### config.mk
export PLATFORM = sky130hd
export DESIGN_NAME = bram32_arbiter
export DESIGN_NICKNAME = d
export VERILOG_FILES = /design/src/rtl/bram32_arbiter_pkg.sv /design/src/rtl/bram32_arb_rr.sv /design/src/rtl/bram32_arbiter.sv
export SDC_FILE = /design/constraint.sdc
export NUM_CORES = 1
export LEC_CHECK = 0
export CAP_MARGIN = 20
export CORE_UTILIZATION = 42
export CTS_BUF_LIST = sky130_fd_sc_hd__clkbuf_4 sky130_fd_sc_hd__clkbuf_8
export DETAILED_ROUTE_END_ITERATION = 10
export HOLD_SLACK_MARGIN = 0.1
export PLACE_DENSITY_LB_ADDON = 0.3
export SLEW_MARGIN = 20
export SYNTH_ARGS = -nofsm -noshare
export SYNTH_HDL_FRONTEND = slang
export SYNTH_SLANG_ARGS = --single-unit
export TNS_END_PERCENT = 100
### constraint.sdc
create_clock -name sys_clk -period 2.8 [get_ports sys_clk]
set_input_delay 0.56 -clock sys_clk [delete_from_list [all_inputs] [get_ports sys_clk]]
set_output_delay 0.56 -clock sys_clk [all_outputs]
set_load 0.01 [all_outputs]
### src/rtl/bram32_arbiter_pkg.sv
// Shared types and constants for the two-port BRAM arbiter.
package bram32_arbiter_pkg;

    typedef enum logic [2:0] {
        ST_IDLE    = 3'd0,
        ST_RD_WAIT = 3'd1,
        ST_RMW_RD  = 3'd2,
        ST_RMW_MRG = 3'd3,
        ST_ACK     = 3'd4
    } state_t;

    localparam logic [3:0] SEL_FULL = 4'hF;
    localparam logic [3:0] SEL_NONE = 4'h0;

endpackage

### src/rtl/bram32_arb_rr.sv
// Two-way round-robin picker: a lone request wins outright, a tie goes to
// whichever requester was not granted last.
module bram32_arb_rr (
    input  logic stb0,
    input  logic stb1,
    input  logic last,
    output logic grant,
    output logic valid
);

    always_comb begin
        grant = 1'b0;
        valid = stb0 | stb1;
        if (stb0 && stb1) begin
            grant = ~last;
        end else if (stb1) begin
            grant = 1'b1;
        end
    end

endmodule

### src/rtl/bram32_arbiter.sv
// Shares one single-port 32-bit synchronous BRAM between two stb/ack requesters,
// with round-robin arbitration and read-modify-write for partial byte writes.
module bram32_arbiter
    import bram32_arbiter_pkg::*;
#(
    parameter int adr_width = 11
) (
    input  logic        sys_clk,
    input  logic        sys_rst,

    input  logic        m0_stb,
    input  logic        m0_we,
    input  logic [3:0]  m0_sel,
    input  logic [15:0] m0_adr,
    input  logic [31:0] m0_dat_w,
    output logic [31:0] m0_dat_r,
    output logic        m0_ack,

    input  logic        m1_stb,
    input  logic        m1_we,
    input  logic [3:0]  m1_sel,
    input  logic [15:0] m1_adr,
    input  logic [31:0] m1_dat_w,
    output logic [31:0] m1_dat_r,
    output logic        m1_ack,

    output logic [15:0] bram_a,
    output logic [31:0] bram_di,
    output logic        bram_we,
    input  logic [31:0] bram_do
);

    function automatic logic [31:0] merge_bytes(
        input logic [31:0] old_word,
        input logic [31:0] new_word,
        input logic [3:0]  sel
    );
        logic [31:0] res;
        res = old_word;
        for (int i = 0; i < 4; i++) begin
            if (sel[i]) begin
                res[8*i +: 8] = new_word[8*i +: 8];
            end
        end
        return res;
    endfunction

    state_t      state;
    logic        last;
    logic        gnt_q;
    logic        oor_q;
    logic [3:0]  sel_q;
    logic [31:0] dat_q;

    logic        gnt;
    logic        req_vld;
    logic        we_g;
    logic [3:0]  sel_g;
    logic [15:0] adr_g;
    logic [31:0] dat_g;
    logic        oor_g;

    bram32_arb_rr u_rr (
        .stb0  (m0_stb),
        .stb1  (m1_stb),
        .last  (last),
        .grant (gnt),
        .valid (req_vld)
    );

    assign we_g  = gnt ? m1_we    : m0_we;
    assign sel_g = gnt ? m1_sel   : m0_sel;
    assign adr_g = gnt ? m1_adr   : m0_adr;
    assign dat_g = gnt ? m1_dat_w : m0_dat_w;
    assign oor_g = (adr_g >> adr_width) != 16'd0;

    // Read data passes straight from the BRAM only in the ack cycle of an in-window access.
    assign m0_dat_r = (m0_ack && !oor_q) ? bram_do : 32'd0;
    assign m1_dat_r = (m1_ack && !oor_q) ? bram_do : 32'd0;

    // Write payload is captured at grant; it needs no reset.
    always_ff @(posedge sys_clk) begin
        if (state == ST_IDLE && req_vld) begin
            sel_q <= sel_g;
            dat_q <= dat_g;
        end
    end

    always_ff @(posedge sys_clk) begin
        if (!sys_rst) begin
            state   <= ST_IDLE;
            m0_ack  <= 1'b0;
            m1_ack  <= 1'b0;
            bram_we <= 1'b0;
            bram_a  <= 16'd0;
            bram_di <= 32'd0;
            last    <= 1'b1;
            oor_q   <= 1'b0;
            gnt_q   <= 1'b0;
        end else begin
            case (state)
                ST_IDLE: begin
                    if (req_vld) begin
                        last   <= gnt;
                        gnt_q  <= gnt;
                        bram_a <= adr_g;
                        if (oor_g) begin
                            oor_q  <= 1'b1;
                            m0_ack <= ~gnt;
                            m1_ack <= gnt;
                            state  <= ST_ACK;
                        end else if (!we_g) begin
                            state <= ST_RD_WAIT;
                        end else if (sel_g == SEL_FULL) begin
                            bram_di <= dat_g;
                            bram_we <= 1'b1;
                            m0_ack  <= ~gnt;
                            m1_ack  <= gnt;
                            state   <= ST_ACK;
                        end else if (sel_g == SEL_NONE) begin
                            m0_ack <= ~gnt;
                            m1_ack <= gnt;
                            state  <= ST_ACK;
                        end else begin
                            state <= ST_RMW_RD;
                        end
                    end
                end
                ST_RD_WAIT: begin
                    m0_ack <= ~gnt_q;
                    m1_ack <= gnt_q;
                    state  <= ST_ACK;
                end
                ST_RMW_RD: begin
                    state <= ST_RMW_MRG;
                end
                ST_RMW_MRG: begin
                    bram_di <= merge_bytes(bram_do, dat_q, sel_q);
                    bram_we <= 1'b1;
                    m0_ack  <= ~gnt_q;
                    m1_ack  <= gnt_q;
                    state   <= ST_ACK;
                end
                ST_ACK: begin
                    m0_ack  <= 1'b0;
                    m1_ack  <= 1'b0;
                    bram_we <= 1'b0;
                    oor_q   <= 1'b0;
                    state   <= ST_IDLE;
                end
                default: begin
                    state <= ST_IDLE;
                end
            endcase
        end
    end

endmodule
==> qor.txt, run 1 <==
status - completed
Fill cells - 1031
Total Nets Final - 984
die footprint - 0.0131 mm²
placed inst area - 0.00805 mm²
count leader, synth - nand2_1
share of layout cells above drive strength 1 - 9.09%
io pins - 257
required time worst endpoint - 3.03 ns
post-synthesis sequential area ratio - 41.7%
CTS tree - done
GR Util met1 - 29.5%
# Post-CTS Setup Buffers - 0
diodes inserted - 0
Design Power - 3.47 mW
area share of the largest cell type after synthesis - 21.4%
Commonest cells post-synth - nand2_1, and2_1, dfxtp_1, nor2_1, clkbuf_1
leakage - 3.16 nW
min Tclk post-route - 2.57 ns
WL/cell - 16.5 µm
Starting Density - 43.7%
cell area after synthesis - 0.00533 mm²
I/O Buffers - 256
total gr overflow - 0
Max VDD drop - 0.000302 V
top area cells in the synthesized netlist - dfxtp_1, edfxtp_1, nand2_1
Max Fanout on Critical Path - 14
final WL - 16800 µm
site row count - 40
post-route clock period utilization - 91.7%
Post-Syn Nets - 757
dominant cell type by area after synthesis - dfxtp_1
CP Capture Type - flip-flop
Setup TNS - 0 ns
R2R setup slack - 0.60 ns
final instance area - 0.00828 mm²
final hold slack - 0.472 ns
vias in the first global route - 5269
met3 global-route usage - 5.93%
Die W - 115 µm
DP HPWL - 12300 µm
EDFF count, synth - 36
busiest grt layer - met2
library cells used by synthesis - 45
Inserted Clock Buffers - 9
largest net degree at the start of global routing - 61
Pre-Repair DR Iteration Count - 4
Post-CTS Hold Buffers - 0
global-route wire length before repair - 26400 µm
# H-tree levels - 3
synthesized instance count - 615
Hold Path Class - flip-flop to flip-flop
initial antenna violation count - 0
startpoint types - primary input
vias - 5419
Crit Path Class - primary input to flip-flop
Resized cells post-CTS - 0
core box area - 0.0122 mm²
final-report hold violation count - 0
gp weighted congestion - 0.833
Root Buffer - clkbuf_8
achievable frequency - 0.389 GHz
vias per cell - 5.34
Mapped Avg Cell Area - 8.67 µm²
later-pin clock latency in the skew report - 0.35 ns
Relative slew margins - 41.4%
Starting DRT DRC Count - 215
Power per Cell Area - 419 mW/mm²
Layout Skew - 0.0106 ns
Clock Path Buffers - 2
yosys warns - 0
# clock sinks - 93
Slew @ Worst Pin - 0.876 ns
Primary FF master, synth - dfxtp_1
DP Cell Count - 999
RSZ-0062 raised after global routing - no
register bit total from synthesis - 93
Max-cap violations - 0
GRT Util Overall - 25.3%
Slew Viols, Final - 0
Area Growth Syn to Fin - 55.4%
Worst EP arrival - 2.80 ns
Non-Filler Instances - 1015
DRT antenna net count - 0
detailed-route DRC error count - 0
die height - 115 µm
met2 Usage GRT - 46.5%
setup violators final - 0
Async SR Flop Fraction - 0%
clock transition at the registers of the reported paths - 0.09 ns
==> layout make-up <==
type                       instances  area [µm²]  share of cell area (%)
multi-input combinational        465        2900                    35.0
timing repair buffer             270        2700                    32.6
sequential                        93        2220                    26.8
tap                              168         210                    2.54
clock buffer                      11         139                    1.68
clock inverter                     5         100                    1.21
inverter                           3        11.3                   0.136
==> stage by stage <==
step                      utilization (%)  worst slack (ns)
after floorplan                         -             0.177
after global placement               65.9            0.0288
after detailed placement             65.9            -0.138
after CTS                            67.8             0.232
after global routing                 67.8             0.182
final                                67.8             0.232
==> sequential cells by signal (all words and copies together), names as in the netlist <==
register	flops
bram_di	32
dat_q	32
bram_a	16
sel_q	4
state	3
bram_we	1
gnt_q	1
last	1
m0_ack	1
m1_ack	1
oor_q	1
==> worst paths after layout <==
path / depth (start not counted) / endpoint / startpoint
hold reg to reg: 2 / bram_di[8]$_SDFFE_PN0P_ / bram_di[8]$_SDFFE_PN0P_
hold / removal: 2 / bram_di[8]$_SDFFE_PN0P_ / bram_di[8]$_SDFFE_PN0P_
setup / recovery: 7 / bram_di[9]$_SDFFE_PN0P_ / m0_adr[12]
setup reg to reg: 7 / bram_di[9]$_SDFFE_PN0P_ / state[2]$_SDFFE_PN0N_
==> critical path, stage by stage <==
cell	delay [ns]
clkdlybuf4s50_1	0.43
or4_4	0.57
nor4b_4	0.31
o211ai_4	0.12
and2_2	0.24
buf_12	0.16
o41ai_1	0.40
==> cell usage in the layout, fill, tap and decap left out, types with 2 or more instances in the layout <==
master           count
clkbuf_8             9
and2_1              64
buf_4               11
mux2i_1              3
nor3_1               3
a311oi_1            16
edfxtp_1            36
or3_1                2
o21ai_1              4
nor2b_1             32
o41ai_2             29
o41ai_1              2
clkdlybuf4s50_1    255
nor2_1              52
nand2_1            150
clkbuf_4             2
inv_2                2
a211oi_1            31
nor4_1               4
nor4b_4              2
buf_12               3
nand4_1             32
o211ai_1             2
o21ai_0              3
dfxtp_1             57
clkinv_2             2
and4_1               2
nor2b_2              2
or4_4                2
a21oi_1              6
bufinv_16            3
==> report_power, final <==
part	leakage (nW)	total, mW	internal, mW	switching, mW
clock	0.124	1.07	0.611	0.456
combinational	2.22	0.806	0.428	0.378
sequential	0.823	1.59	1.52	0.0715
total	3.16	3.47	2.56	0.906
==> cells by family after synthesis <==
| family | share of synthesized area (%) |
|---|---|
| XOR/XNOR | 0.164 |
| multiplexers | 0.774 |
| AO/OA/AOI/OAI | 20.0 |
| AND/OR/NAND/NOR | 32.8 |
| buffers and inverters | 4.58 |
| flip-flops | 41.7 |
==> routing by layer <==
| layer | up-vias | wire (µm) |
|---|---|---|
| li1 | 2643 | - |
| met1 | 2543 | 6740 |
| met2 | 216 | 8510 |
| met3 | 17 | 1350 |
| met4 | 0 | 179 |
| met5 | - | 0 |
Power figures use the tool's default switching activity.
==> run 2: changes to the inputs <==
- CORE_ASPECT_RATIO: default -> 0.9
==> run 2 against run 1 <==
Sequential cell count unchanged. Largest power group unchanged. Sequential share of layout area up 0.098 points. Cell count fell by 0.59%. Non-clock buffer count up 2. Via count is 1.4% higher. First-iteration DRC count increased by 52%. Global-route usage is 1.1 points higher.
==> qor.txt, run 2 (synthesis gave the netlist of run 1 again) <==
status - completed
Pre-Repair DR Iteration Count - 5
Hold Path Origin - bram_di[8]$_SDFFE_PN0P_
gp weighted congestion - 0.854
initial antenna violation count - 0
Switching Share - 28.8%
Worst Hold Depth - 2
Slew @ Worst Pin - 0.712 ns
vias - 5494
Worst Hold End - bram_di[8]$_SDFFE_PN0P_
most frequent cells in the layout - clkdlybuf4s50_1, nand2_1, and2_1
Worst EP arrival - 2.76 ns
die height - 109 µm
final-report hold violation count - 0
commonest non-fill, non-tap cell in the layout - clkdlybuf4s50_1
die footprint - 0.0131 mm²
largest net degree at the start of global routing - 69
Power per Cell Area - 389 mW/mm²
critical path launch point - m0_adr[12]
CP peak stage delay - 0.57 ns
# H-tree levels - 3
final instance area - 0.00825 mm²
site row count - 38
Die W - 121 µm
Starting DRT DRC Count - 327
global-route wire length before repair - 27300 µm
diodes inserted - 0
FF-to-FF path depth - 7
Starting Density - 43.6%
io pins - 257
I/O Buffers - 256
min Tclk post-route - 2.52 ns
Root Buffer - clkbuf_8
Comb pwr share - 25.6%
Inserted Clock Buffers - 9
Area Growth Syn to Fin - 54.8%
clock network power share - 24.7%
Layout Skew - 0.0135 ns
required time worst endpoint - 3.04 ns
setup violators final - 0
Crit Reg-Reg Startpoint - state[0]$_SDFFE_PN0N_
Largest regs - bram_di (32), dat_q (32), bram_a (16)
Psw - 0.926 mW
placed inst area - 0.00808 mm²
Clock Path Buffers - 2
R2R setup slack - 0.66 ns
critical-path cell list - clkdlybuf4s50_1 -> or4_4 -> nor4b_4 -> o211ai_4 -> and2_2 -> buf_12 -> o41ai_2
buffers and inverters on the worst path - 2
Hold Path Class - flip-flop to flip-flop
# clock sinks - 93
final WL - 17600 µm
CTS tree - done
core box area - 0.0122 mm²
# Post-CTS Setup Buffers - 0
worst setup margin - 0.276 ns
DP HPWL - 12600 µm
Resized cells post-CTS - 0
Worst path slowest cell - or4_4
total gr overflow - 0
startpoint types - primary input
CP Capture Type - flip-flop
crit-path leading delay family - simple AND/OR/NAND/NOR gates
GRT Util Overall - 26.4%
Slew Viols, Final - 0
Max Fanout on Critical Path - 19
DRT antenna net count - 0
Int Pwr - 2.29 mW
Total Nets Final - 986
reg2reg end - bram_di[3]$_SDFFE_PN0P_
clock transition at the registers of the reported paths - 0.08 ns
later-pin clock latency in the skew report - 0.35 ns
vias per cell - 5.44
Post-CTS Hold Buffers - 0
RSZ-0062 raised after global routing - no
Seq pwr share - 49.7%
Max-cap violations - 0
post-route clock period utilization - 90.1%
detailed-route DRC error count - 0
Max VDD drop - 0.000267 V
leakage - 3.14 nW
vias in the first global route - 5327
achievable frequency - 0.396 GHz
share of layout cells above drive strength 1 - 9.19%
Setup WS pre-CTS - -0.0917 ns
WL/cell - 17.4 µm
Relative slew margins - 52.5%
Crit Path Class - primary input to flip-flop
run 2: cell count changes in the layout (fill, tap and decap cells not counted), sizes merged:
cell,delta
bufinv,-3
clkinvlp,+3
buf,+2
clkbuf,-1
clkinv,+1
run 2: area by class of cell:
cell class	instances	area (µm²)
multi-input combinational	465	2900
fill	971	3970
sequential	93	2220
clock buffer	10	131
inverter	3	11.3
clock inverter	6	40.0
tap	160	200
timing repair buffer	272	2750
run 2: power by group through the flow:
stage	Clock [mW]	Sequential, mW	Combinational (mW)
3_3_place_gp	0	1.62	0.798
6_report	0.794	1.60	0.822
2_1_floorplan	0	1.61	0.357
5_1_grt	0.874	1.61	0.891
4_1_cts	0.823	1.60	0.826
3_5_place_dp	0	1.63	0.822
run 2: worst max path at each step:
stage                                to  cells past startpoint
6_report        bram_di[3]$_SDFFE_PN0P_                      7
5_1_grt                     m1_dat_r[8]                      4
4_1_cts         bram_di[3]$_SDFFE_PN0P_                      7
3_5_place_dp    bram_di[3]$_SDFFE_PN0P_                      7
3_3_place_gp   bram_di[10]$_SDFFE_PN0P_                      7
2_1_floorplan        dat_q[0]$_DFFE_PP_                      5
run 2: layer usage:
metal | part of all wire (%) | global-route usage (%) | vias to the layer above
li1 | - | - | 2652
met1 | 40 | 32.4 | 2589
met2 | 51 | 47.1 | 235
met3 | 7.5 | 5.28 | 18
met4 | 1.4 | 7.41 | 0
met5 | 0 | 0 | -
run 2: tightest hold or removal path, cell delays in order, from the launching register on:
cell	delay (ns)
dfxtp_1	0.31
nand4_1	0.06
o21ai_1	0.05
run 2: through the flow:
stage	setup TNS, ns	power [mW]	std cells	utilization, %	hold slack (ns)
final	0	3.21	1009	67.6	0.461
after global routing	0	3.37	1009	67.6	0.502
after CTS	0	3.24	1009	67.6	0.466
after detailed placement	-1.35	2.45	993	66.1	0.455
after global placement	0	2.42	993	66.1	0.452
after floorplan	0	1.96	615	-	0.450
==> run 3: changes to the inputs <==
- SKIP_LAST_GASP: default -> 1
==> results of run 3 <==
Final layout, timing and power as in run 2 (identical DEF).
